### config.mk
export PLATFORM = sky130hd
export DESIGN_NAME = route_dispatch
export DESIGN_NICKNAME = d
export VERILOG_FILES = /design/src/rtl/route_dispatch.sv
export SDC_FILE = /design/constraint.sdc
export NUM_CORES = 1
export LEC_CHECK = 0
export CAP_MARGIN = 20
export CORE_MARGIN = 10
export CORE_UTILIZATION = 51
export CTS_CLUSTER_SIZE = 8
export DETAILED_ROUTE_END_ITERATION = 7
export DONT_BUFFER_PORTS = 1
export GPL_TIMING_DRIVEN = 0
export PLACE_DENSITY = 0.66
export RECOVER_POWER = 25
export SETUP_SLACK_MARGIN = 0.15
export SKIP_LAST_GASP = 1
export SYNTH_ARGS = -nofsm -noshare
export SYNTH_HDL_FRONTEND = slang
export SYNTH_SLANG_ARGS = --single-unit
### constraint.sdc
create_clock -name clk_in -period 5.6 [get_ports clk_in]
set_clock_uncertainty 0.2 [all_clocks]
set_input_delay 0.56 -clock clk_in [delete_from_list [all_inputs] [get_ports clk_in]]
set_output_delay 0.56 -clock clk_in [all_outputs]
set_load 0.01 [all_outputs]
### src/rtl/route_dispatch.sv
// route_dispatch: buffers {src,data} words in a FIFO and fans each word out to every enabled channel routed to its source.
// Optional macro ROUTE_DISPATCH_OVF_CNT_EN adds ovf_cnt_out, a saturating count of dropped input words.
module route_dispatch #(
  parameter int W_SRC     = 5,
  parameter int N_SRC     = 8,
  parameter int W_CHAN    = 5,
  parameter int N_CHAN    = 8,
  parameter int W_DATA    = 18,
  parameter int W_DEPTH   = 4,
  parameter int W_WR_ADDR = 16,
  parameter int W_WR_CHAN = 16,
  parameter int W_WR_DATA = 48,
  parameter logic [W_WR_ADDR-1:0] CHAN_EN_ADDR      = 'h0,
  parameter logic [W_WR_ADDR-1:0] CHAN_SRC_SEL_ADDR = 'h1
) (
  input  logic                 clk_in,
  input  logic                 rst_in,
  input  logic                 dv_in,
  input  logic [W_SRC-1:0]     src_in,
  input  logic [W_DATA-1:0]    data_in,
  input  logic                 wr_en,
  input  logic [W_WR_ADDR-1:0] wr_addr,
  input  logic [W_WR_CHAN-1:0] wr_chan,
  input  logic [W_WR_DATA-1:0] wr_data,
  input  logic                 rdy_in,
  output logic                 dv_out,
  output logic [W_CHAN-1:0]    chan_out,
  output logic [W_SRC-1:0]     src_out,
  output logic [W_DATA-1:0]    data_out,
  output logic                 full_out,
  output logic                 ovf_out
`ifdef ROUTE_DISPATCH_OVF_CNT_EN
  ,
  output logic [15:0]          ovf_cnt_out
`endif
);

  localparam int DEPTH = 2 ** W_DEPTH;
  localparam logic [W_SRC:0]   SEL_NULL = {1'b1, {W_SRC{1'b0}}};
  localparam logic [W_SRC:0]   N_SRC_V  = (W_SRC + 1)'(N_SRC);
  localparam logic [W_DEPTH:0] DEPTH_V  = {1'b1, {W_DEPTH{1'b0}}};

  typedef enum logic {IDLE, DISPATCH} state_t;

  state_t                  state;
  logic [N_CHAN-1:0]       chan_en;
  logic [W_SRC:0]          src_sel [N_CHAN];
  logic [W_SRC+W_DATA-1:0] fifo_mem [DEPTH];
  logic [W_DEPTH-1:0]      wr_ptr, rd_ptr;
  logic [W_DEPTH:0]        count;
  logic [N_CHAN-1:0]       pend;

  logic [W_SRC-1:0]  head_src;
  logic [W_DATA-1:0] head_data;
  logic [N_CHAN-1:0] head_route, load_pend, pend_clr;
  logic              busy, full, pop, push, drop;

  logic unused_cfg_bits;
  assign unused_cfg_bits = ^wr_data[W_WR_DATA-1:W_SRC+1];

  function automatic logic [W_CHAN-1:0] lowest_chan(input logic [N_CHAN-1:0] v);
    lowest_chan = '0;
    for (int c = N_CHAN - 1; c >= 0; c--)
      if (v[c]) lowest_chan = W_CHAN'(c);
  endfunction

  assign {head_src, head_data} = fifo_mem[rd_ptr];

  // Routing always uses the live src_sel table at the moment a word is loaded
  always_comb begin
    head_route = '0;
    for (int c = 0; c < N_CHAN; c++)
      head_route[c] = (src_sel[c] == {1'b0, head_src}) && ({1'b0, head_src} < N_SRC_V);
  end

  assign load_pend = head_route & chan_en;
  assign pend_clr  = pend & (pend - N_CHAN'(1));

  // Storage capacity counts the word held for dispatch as well as the FIFO entries
  assign busy     = (state == DISPATCH);
  assign full     = (count + {{W_DEPTH{1'b0}}, busy}) >= DEPTH_V;
  assign pop      = (state == IDLE) && (count != '0);
  assign push     = dv_in && (!full || pop);
  assign drop     = dv_in && !push;
  assign full_out = full;

  always_ff @(posedge clk_in) begin
    if (rst_in) begin
      chan_en <= '0;
      for (int c = 0; c < N_CHAN; c++) src_sel[c] <= SEL_NULL;
    end else begin
      for (int c = 0; c < N_CHAN; c++) begin
        if (wr_en && (wr_chan == W_WR_CHAN'(c))) begin
          if (wr_addr == CHAN_EN_ADDR)
            chan_en[c] <= wr_data[0];
          else if (wr_addr == CHAN_SRC_SEL_ADDR)
            src_sel[c] <= wr_data[W_SRC:0];
        end
      end
    end
  end

  always_ff @(posedge clk_in) begin
    if (push) fifo_mem[wr_ptr] <= {src_in, data_in};
  end

  always_ff @(posedge clk_in) begin
    if (rst_in) begin
      wr_ptr  <= '0;
      rd_ptr  <= '0;
      count   <= '0;
      ovf_out <= 1'b0;
    end else begin
      ovf_out <= drop;
      if (push) wr_ptr <= wr_ptr + 1'b1;
      if (pop)  rd_ptr <= rd_ptr + 1'b1;
      case ({push, pop})
        2'b10:   count <= count + 1'b1;
        2'b01:   count <= count - 1'b1;
        default: count <= count;
      endcase
    end
  end

  // Dispatch FSM: loads one word per IDLE cycle, then walks its pending channels lowest first
  always_ff @(posedge clk_in) begin
    if (rst_in) begin
      state    <= IDLE;
      pend     <= '0;
      dv_out   <= 1'b0;
      chan_out <= '0;
      src_out  <= '0;
      data_out <= '0;
    end else begin
      case (state)
        IDLE: begin
          if (pop && (load_pend != '0)) begin
            pend     <= load_pend;
            src_out  <= head_src;
            data_out <= head_data;
            chan_out <= lowest_chan(load_pend);
            dv_out   <= 1'b1;
            state    <= DISPATCH;
          end
        end
        DISPATCH: begin
          if (rdy_in) begin
            pend <= pend_clr;
            if (pend_clr == '0) begin
              dv_out <= 1'b0;
              state  <= IDLE;
            end else begin
              chan_out <= lowest_chan(pend_clr);
            end
          end
        end
        default: state <= IDLE;
      endcase
    end
  end

`ifdef ROUTE_DISPATCH_OVF_CNT_EN
  logic cnt_clr;
  assign cnt_clr = wr_en && (wr_addr == CHAN_EN_ADDR) && (wr_chan == '0) && wr_data[1];

  always_ff @(posedge clk_in) begin
    if (rst_in || cnt_clr)
      ovf_cnt_out <= '0;
    else if (drop && (ovf_cnt_out != 16'hFFFF))
      ovf_cnt_out <= ovf_cnt_out + 16'd1;
  end
`endif

endmodule
# After elaboration in Yosys (flattened, before gate mapping)
# Memory sizes are Yosys's and may differ from the RTL's. A register that Yosys moved wholly into a read port is not among the register bits.
# Index checks and enable logic that the tools add are counted.
# classes
eq_ne	22
n_reduce_logical	41
order_cmp	2
addsub	6
mux	72
bitwise	11
# op_table
op	n
two-way mux 5 bit	17
equality test 16 x 3 -> 1 bit, second input constant	4
equality test 6 x 5 -> 1 bit	8
two-way mux 6 bit	8
two-way mux 1 bit	36
equality test 16 x 1 -> 1 bit, second input constant	2
equality test 16 x 2 -> 1 bit, second input constant	2
logical NOT 16 bit	2
logical AND 1 bit	20
case mux 5 bit (2 select lines)	2
AND reduction 2 bit	10
AND 8 bit	2
two-way mux 8 bit	2
case mux 8 bit (2 select lines)	1
adder 4 x 1 -> 4 bit, second input constant	2
logical NOT 8 bit	1
two-way mux 4 bit	2
bitwise OR 1 bit	8
nonzero test 8 bit	1
subtractor 8 x 1 -> 8 bit, second input constant	1
two-way mux 3 bit	2
AND reduction 3 bit	2
adder 5 x 1 -> 5 bit	1
adder 5 x 1 -> 5 bit, second input constant	1
13 further kinds	17
# word_totals
mem_count	2
wordCells	174
ram_bits	416
output_inout_bits	31
in_bits	108
reg_bits	60
# memory_table
name	words	width	read_ports	rd_clocked_by_memory_dff	wr	line	rtl
fifo_mem	16	23	1	1	1	48	logic [W_SRC+W_DATA-1:0] fifo_mem [DEPTH];
src_sel	8	6	8	0	8	47	logic [W_SRC:0] src_sel [N_CHAN];

# Logic depth before layout (Yosys ltp)
# Gate-level depths: netlist (run 1).
# An unclocked memory read counts as a cell.
# depth
word_depth	14
ltp_mapped	16

# Worst setup path before layout (run 1)
# OpenSTA, ideal clock, no wires.
# synth_path
path_type	register to register
start	reg count[0]
end	mem fifo_mem[3][0] in the netlist's numbering (enable)
slack_ns	1.990
t_arrival_ns	2.979
path_stages_with_launch	8
n_path_buf	1
cell_sequence	dfxtp_1 > and3_1 > nand3_1 > xor2_1 > o21a_1 > clkbuf_1 > nand2_1 > nor3_1
# synth_between
elab_chain_cells	7
# synth_lines
element	line	rtl
start: declaration	50	logic [W_DEPTH:0] count;
start signal: assignment	118	2'b10: count <= count + 1'b1;
start signal: assignment	119	2'b01: count <= count - 1'b1;
start signal: assignment	120	default: count <= count;
adder 5 x 1 -> 5 bit	81	assign full = (count + {{W_DEPTH{1'b0}}, busy}) >= DEPTH_V;
greater-or-equal comparator 5 bit	81	
logical NOT 1 bit	83	assign push = dv_in && (!full || pop);
logical OR 1 bit *	83	
logical AND 1 bit *	83	
two-way mux 1 bit *	104	if (push) fifo_mem[wr_ptr] <= {src_in, data_in};
two-way mux 1 bit (implied by the code) *	104	
end: declaration	48	
# Every way passes the cells marked *; elsewhere a longest branch is shown, timed or not.

==> metrics.txt, run 1 <==
fmax=0.2155 GHz; layout cell share with drive strength beyond 1=19.36%; part of the power in the clock network=38.5%; Avg WL per Cell=25.55 um; Hold WS=0.02150 ns; Crit Path Class=reg -> reg; EDFF count, synth=416; starting density of the core=51.96%; post_cts resized=0; I/O pin count=139; Worst-Margin Slew=1.061 ns; via-per-instance ratio=5.932; placed instance count=1720; Final Total Pwr=9.766 mW; unrepaired setup endpoints after global routing=false; drt drc=0; Slew HR=29.29%; drt initial violations=1084; Peak VDD IR=0.3076 mV; area of the multi-input gates=5683 sq um; pin count of the biggest net entering global routing=24; Cell variety after synth=75; Max-Cap Viols=0; TritonCTS clock tree=done; nets=1429; Fin. Hold Viols=0; CTS clk-pin slew, worst paths=0.05 ns; Final min period=4.641 ns; DP Worst Slack=1.035 ns; root buffer cell=clkbuf_16; Primary FF master, synth=edfxtp_1; grt ovf=0; Post-DP HPWL=30.57 mm; Die W=216.6 um; Post-Route WL=47.53 mm; P_int=7.170 mW; Critical Path Sink Type=flip-flop; GP Congestion=0.8303; sequential cell fraction of total power=41.6%; Area Overhead vs Synth=17.78%; Crit path arrival time=4.89 ns; register area=13730 sq um; I/O Buffers=0; Critical Path Fanout Max=10; fin crit share=82.87%; cell taking the most area after synthesis=edfxtp_1; cells after synthesis=1183; Final setup viols=0; Async SR Flop Fraction=0%; H-tree Lvls=3; fillers=2784; Gate power share=19.9%; clock buffer depth=3; power density cells=420.7 nW/um^2; switching power share of the total=26.58%; HP Class=in -> reg; CORE AREA=37930 sq um; cts bufs inserted=69; sw power=2.596 mW; Seq/Total Area, Yosys=69.68%; clk sinks=478; CP Data Required Time=5.85 ns; Worst-Skew Late Latency=0.59 ns; chip height=216.6 um; antenna violations before repair=1; top-area cell type share of the netlist area=63.38%; global-route wire length before repair=71.59 mm; num rows=71; synth warn=0; GRT Util Overall=20.39%; synthesized cell area=19710 sq um; CP Launch Type=flip-flop; Slew Limit Fails=0; synthesized flop and latch total=478; synth top area cells=edfxtp_1 63%, mux4_2 11%, dfxtp_1 6.3%; setup ws final=0.9593 ns; final cell count without fillers=1860; DRT Pass-1 Iters=5; vias in the first global route=11130; full die area=46910 sq um; Leak=7.538 nW; status=finished, final reports clean; Final ANT Viol Nets=0; vias post-DR=11030; average cell area after synthesis=16.66 sq um
-- worst paths after layout --
check,depth (start not counted),start,to,slack [ns]
worst max-delay path,14,flip-flop,data_out[3],0.96
worst min-delay path,3,wr_chan[0],chan_en[7],0.02
worst max register to register,14,flip-flop,data_out[3],0.96
worst min register to register,2,chan_en[6],chan_en[6],0.25
-- Yosys cell counts (4+ instances only) --
cell type / number
edfxtp_1: 416
buf_1: 10
a21oi_1: 33
inv_1: 27
mux2_2: 5
o21ai_0: 14
nor2b_1: 9
a22oi_1: 12
nand3_1: 21
nand4_1: 12
ha_1: 9
or3_1: 5
nor2_1: 104
o22ai_1: 6
or2_2: 8
nor4b_1: 6
buf_6: 5
nand2_1: 50
clkbuf_1: 33
a22o_1: 7
mux4_2: 94
o21a_1: 6
nor3_1: 17
a21o_1: 9
dfxtp_1: 62
a21boi_0: 4
buf_2: 5
nand2b_1: 17
mux2i_1: 51
nor4_1: 10
xnor2_1: 17
xor2_1: 35
-- routing by layer --
metal	routed length [um]	GRT usage [%]	up-vias
met5	0	0	-
met2	23830	33.56	408
li1	-	-	4878
met1	19040	25.92	5667
met3	3537	5.460	81
met4	1112	6.432	0
-- logic make-up after synthesis --
group,synth area share (%)
fa+ha+maj,0.7237
other cells,0.01903
flops,69.68
xor+xnor,2.311
compound gates,4.355
simple gates,7.059
mux,13.79
buf+inv,2.063
-- layout make-up --
cell class	instances	area share, %
sequential	478	59.16
clock buffer	103	8.080
timing repair buffer	56	3.331
buffer	58	1.315
multi-input combinational	621	24.48
clock inverter	5	0.4258
antenna	1	0.01078
tap	511	2.754
inverter	27	0.4366
-- critical path: stages (launching register included) --
cell	delay [ns]
dfxtp_1	0.30
buf_2	0.26
clkbuf_1	0.48
mux4_2	0.41
o21a_1	0.31
o32ai_4	0.49
o2111ai_1	0.17
a211oi_1	0.64
or4_1	0.20
buf_2	0.17
o21a_1	0.16
buf_6	0.21
buf_12	0.19
mux2i_1	0.24
nor2_1	0.06
-- power groups by stage --
stage / Clock, mW / Sequential, mW / Combinational [mW]
after global routing: 3.98 / 4.07 / 2.11
after CTS: 3.83 / 4.06 / 1.91
after floorplan: 0 / 4.11 / 1.37
after global placement: 0 / 4.13 / 1.79
after detailed placement: 0 / 4.13 / 1.85
final: 3.76 / 4.06 / 1.95
-- state kept, by name (all words and copies together), names as in the netlist, 3 cells and up, named ones only --
name,flops
count,5
src_out,5
src_sel,48
fifo_mem,368
data_out,18
rd_ptr,4
chan_out,3
wr_ptr,4
chan_en,8
pend,8
-- placed cells by master (no fill, tap or decap), types with 6 or more instances in the layout --
master / n
nand2b_1: 17
nand2_1: 50
o21a_1: 6
xnor2_1: 17
nor2_1: 92
buf_12: 9
mux2i_1: 51
clkbuf_1: 66
dlygate4sd3_1: 24
nand3_1: 21
buf_6: 17
buf_8: 8
o22ai_1: 6
a22oi_1: 12
buf_1: 10
nor3_1: 13
or2_2: 8
edfxtp_1: 416
a22o_1: 7
nor2b_1: 9
a21oi_1: 33
dfxtp_1: 62
clkbuf_16: 70
nor4_1: 10
nor4b_1: 6
mux4_2: 94
xor2_1: 35
inv_1: 27
o21ai_0: 14
nand4_1: 12
ha_1: 9
nor2_4: 12
a21o_1: 9
-- what timing repair did --
item | in CTS | in global routing
hold endpoints to repair | 369 | 0
buffers inserted | 0 | 0
hold buffers | 24 | 0
-- per-stage QoR --
step | cell area (sq um) | setup TNS, ns | util, %
global placement | 20350 | -31.92 | 53.65
global route | 23210 | 0 | 61.19
finish | 23210 | 0 | 61.19
detailed placement | 20890 | 0 | 55.08
CTS | 23110 | 0 | 60.92
floorplan | 19710 | 0 | -
Power figures use the tool's default switching activity.
==> inputs of run 2 (changes only) <==
- PLACE_DENSITY: 0.66 -> 0.69
- clock period: 5.6 -> 4 ns (I/O delays scaled with it)
==> metrics.txt, run 2 (synthesis results as in run 1) <==
via-per-instance ratio=5.901; Max-Cap Viols=0; H-tree Lvls=3; Worst-Skew Late Latency=0.59 ns; Final Total Pwr=14.06 mW; starting density of the core=51.96%; pin count of the biggest net entering global routing=24; fmax=0.2639 GHz; GP Congestion=0.8363; unrepaired setup endpoints after global routing=true; Fin. Hold Viols=0; max reg flops=368; Critical Path Sink Type=flip-flop; num rows=71; drt drc=0; worst hold start=wr_chan[1]; CTS clk-pin slew, worst paths=0.05 ns; biggest regs=fifo_mem x368, src_sel x48, data_out x18; I/O pin count=139; Worst-Margin Slew=0.9795 ns; chip height=216.6 um; Hold Crit Endpoint=src_sel[1][18]; Biggest register=fifo_mem; GRT Util Overall=20.28%; Slew Limit Fails=0; worst reg2reg path depth=14; Crit Path Class=reg -> reg; Slew HR=34.70%; power density cells=591.5 nW/um^2; ant diodes=0; layout cell share with drive strength beyond 1=22.76%; HP Class=in -> reg; I/O Buffers=0; root buffer cell=clkbuf_16; most frequent cells in the layout=416 x edfxtp_1, 94 x mux4_2, 92 x nor2_1; CP Data Required Time=4.23 ns; Final setup viols=0; antenna violations before repair=1; DRT Pass-1 Iters=5; Final ANT Viol Nets=0; Peak VDD IR=0.4027 mV; RR Endpoint=pend[4]; vias post-DR=11240; Leak=7.769 nW; R2R Setup Slk=0.21 ns; final setup TNS=0 ns; fin crit share=94.73%; clk sinks=478; cts bufs inserted=69; status=finished, final reports clean; vias in the first global route=11390; Critical Path Fanout Max=6; DP Worst Slack=-0.3409 ns; Hold WS=0.02291 ns; clock buffer depth=3; nets=1459; global-route wire length before repair=71.29 mm; TritonCTS clock tree=done; drt initial violations=1372; fillers=2701; CP Launch Type=flip-flop; Final min period=3.789 ns; Avg WL per Cell=25.36 um; most common cell after layout, fill and taps aside=edfxtp_1; full die area=46910 sq um; Post-Route WL=48.28 mm; Post-DP HPWL=30.29 mm; CORE AREA=37930 sq um; Worst Hold Depth=1; setup ws final=0.2108 ns; grt ovf=0; Area Overhead vs Synth=20.62%; Crit path arrival time=4.02 ns; Die W=216.6 um
-- run 2: cell types whose count changed in the layout (fill, tap and decap cells not counted), sizes merged --
cell	previous run	this run
clkinv	4	3
buf	57	72
diode	1	0
clkbuf	136	159
dlygate4sd3	24	31
inv	28	29
-- run 2: area by class of cell --
class                      instances  area [sq um]  area share [%]
timing repair buffer              86          1037           4.363
clock buffer                     118          1932           8.126
inverter                          27         101.3          0.4263
multi-input combinational        621          5853           24.62
sequential                       478         13740           57.78
clock inverter                     5         105.1          0.4421
buffer                            58         367.9           1.547
tap                              511         639.4           2.689
-- run 2: power breakdown --
group	leakage (nW)	total, mW	switching [mW]	internal [mW]
clock	0.963	5.41	2.12	3.29
sequential	4.29	5.69	0.0851	5.61
combinational	2.52	2.96	1.59	1.37
total	7.77	14.1	3.80	10.3
-- run 2: worst max-delay path, stage by stage, from the launching register on --
cell and delay (ns):
dfxtp_4 0.39, buf_12 0.15, mux4_2 0.54, mux2i_4 0.22, nor2_1 0.10, a31oi_4 0.28, xnor2_1 0.22, a2111oi_4 0.08
or4_1 0.55, buf_6 0.15, o21a_4 0.22, buf_12 0.15, buf_4 0.13, mux2i_1 0.11, nor3b_2 0.15
-- run 2: how the worst max path moves through the flow --
stage | startpoint | cells past startpoint | to
after floorplan | count[0] | 7 | fifo_mem[3][0]
after global placement | count[0] | 7 | fifo_mem[3][10]
after detailed placement | flip-flop | 14 | data_out[12]
after CTS | flip-flop | 13 | data_out[14]
after global routing | flip-flop | 15 | data_out[6]
final | flip-flop | 14 | pend[4]
-- run 2: metrics by stage --
stage               instance area (sq um)  util [%]  cells
floorplan                           19710         -   1184
global placement                    20350     53.65   1695
detailed placement                  20850     54.97   1719
CTS                                 23330     61.52   1879
global route                        23770     62.67   1904
finish                              23770     62.67   1904
-- run 2: what timing repair did --
item                                    CTS  global route
endpoints found under the setup margin   34            29
endpoints found under the hold margin   383             0
hold buffers                             31             0
resized for setup                        28            39
pin swaps                                 2            10
setup buffers                             6            14
cloned                                    0             5
-- run 2: metal layers --
layer	GRT usage, %	routed length, um	part of all wire [%]
met5	0	7	0.014
met4	6.898	1241	2.6
met3	4.833	3765	7.8
met2	34.07	24250	50
met1	25.37	19020	39
==> inputs of run 3 (changes only) <==
- PLACE_DENSITY: 0.69 -> 0.75
==> metrics.txt, run 3 (synthesis results as in run 1) <==
Critical Path Fanout Max=10; Hold Crit Endpoint=src_sel[1][21]; Area Overhead vs Synth=20.20%; I/O pin count=139; nets=1458; CTS clk-pin slew, worst paths=0.06 ns; drt drc=0; Critical Path Sink Type=flip-flop; Slew Limit Fails=0; GRT Util Overall=20.65%; num rows=71; fin crit share=94.95%; clk sinks=478; Post-DP HPWL=29.10 mm; Biggest register=fifo_mem; Fin. Hold Viols=0; HP Class=in -> reg; RR Endpoint=data_out[13]; Worst Hold Depth=1; fillers=2589; grt ovf=0; global-route wire length before repair=73.47 mm; CP Data Required Time=4.21 ns; pin count of the biggest net entering global routing=24; CP Launch Type=flip-flop; ant diodes=0; root buffer cell=clkbuf_16; Final setup viols=0; Die W=216.6 um; Final Total Pwr=14.12 mW; Crit path arrival time=4.01 ns; power density cells=595.9 nW/um^2; R2R Setup Slk=0.20 ns; Peak VDD IR=0.4507 mV; full die area=46910 sq um; GP Congestion=0.8658; unrepaired setup endpoints after global routing=false; CORE AREA=37930 sq um; vias post-DR=11550; Worst-Margin Slew=1.008 ns; clock buffer depth=3; via-per-instance ratio=6.080; worst reg2reg path depth=16; antenna violations before repair=1; H-tree Lvls=3; post-route cell area=23690 sq um; Slew HR=32.63%; cts bufs inserted=69; max reg flops=368; drt initial violations=1204; Avg WL per Cell=25.91 um; final setup TNS=0 ns; most frequent cells in the layout=416 x edfxtp_1, 94 x mux4_2, 91 x nor2_1; vias in the first global route=11950; Post-Route WL=49.20 mm; biggest regs=fifo_mem x368, src_sel x48, data_out x18; worst hold start=wr_chan[0]; DP Area=20710 sq um; fmax=0.2633 GHz; DRT Pass-1 Iters=5; Max-Cap Viols=0; Crit Path Class=reg -> reg; chip height=216.6 um; status=finished, final reports clean; starting density of the core=51.96%; layout cell share with drive strength beyond 1=22.84%; Final min period=3.798 ns; TritonCTS clock tree=done; Leak=7.741 nW; Final ANT Viol Nets=0; Worst-Skew Late Latency=0.58 ns; I/O Buffers=0; most common cell after layout, fill and taps aside=edfxtp_1
-- run 3: cell types whose count changed in the layout (fill, tap and decap cells not counted), sizes merged --
cell / before / now
clkbuf: 159 / 149
buf: 72 / 75
dlygate4sd3: 31 / 33
-- run 3: worst max-delay path, cell delays in order, from the launching register on --
cell and delay (ns):
dfxtp_1 0.32, buf_6 0.16, buf_6 0.20, mux2i_1 0.11
a22oi_2 0.23, or3b_4 0.45, nand2_4 0.14, xor2_1 0.22
a211oi_2 0.05, buf_4 0.15, or4_1 0.43, buf_4 0.19
o21a_4 0.22, buf_12 0.15, buf_12 0.14, mux2i_2 0.18
nor2_1 0.07
-- run 3: worst max-delay path by stage --
stage                     startpoint         endpoint  slack (ns)  depth (start not counted)
after floorplan             count[0]   fifo_mem[3][0]        0.39                          7
after global placement      count[0]  fifo_mem[3][10]       -1.95                          7
after detailed placement   flip-flop     data_out[13]       -0.45                         14
after CTS                  flip-flop     data_out[14]        0.17                         13
after global routing       flip-flop      data_out[7]        0.05                         14
final                      flip-flop     data_out[13]        0.20                         16
-- run 3: area by class of cell --
class | instances | area, sq um | area share, %
Tap cell | 511 | 639.4 | 2.699
Clock inverter | 5 | 91.34 | 0.3856
Clock buffer | 114 | 1938 | 8.181
Sequential cell | 478 | 13730 | 57.97
Timing Repair Buffer | 85 | 947.2 | 3.998
Multi-Input combinational cell | 621 | 5882 | 24.83
Inverter | 27 | 101.3 | 0.4278
Buffer | 58 | 357.8 | 1.511
-- run 3: power by group --
group	internal, mW	total (mW)	switching [mW]
Clock	3.30	5.39	2.09
Sequential	5.61	5.69	0.0855
Combinational	1.38	3.03	1.65
-- run 3: per-stage QoR --
stage | hold slack (ns) | cells | utilization (%) | setup WS (ns)
after floorplan | 0.2316 | 1184 | - | 0.3896
after global placement | 0.2433 | 1695 | 53.65 | -1.948
after detailed placement | 0.2502 | 1711 | 54.60 | -0.4537
after CTS | 0.006860 | 1868 | 61.23 | 0.1746
after global routing | 0.02904 | 1899 | 62.45 | 0.05181
final | 0.02627 | 1899 | 62.45 | 0.2022
-- run 3: metal layers --
layer  vias to the layer above  part of all wire, %  GRT usage [%]
met2                       580                   51          34.67
li1                       4950                    -              -
met1                      5872                   38          25.17
met3                       141                  7.7          5.028
met4                         2                  3.6          8.553
met5                         -                0.014              0
-- run 3: repair_timing --
action,in CTS,in global routing
buffers inserted,6,21
pin swaps,4,13
gates cloned,0,2
resized for setup,26,45
hold buffers,32,1
endpoints found under the hold margin,381,1
endpoints found under the setup margin,36,29
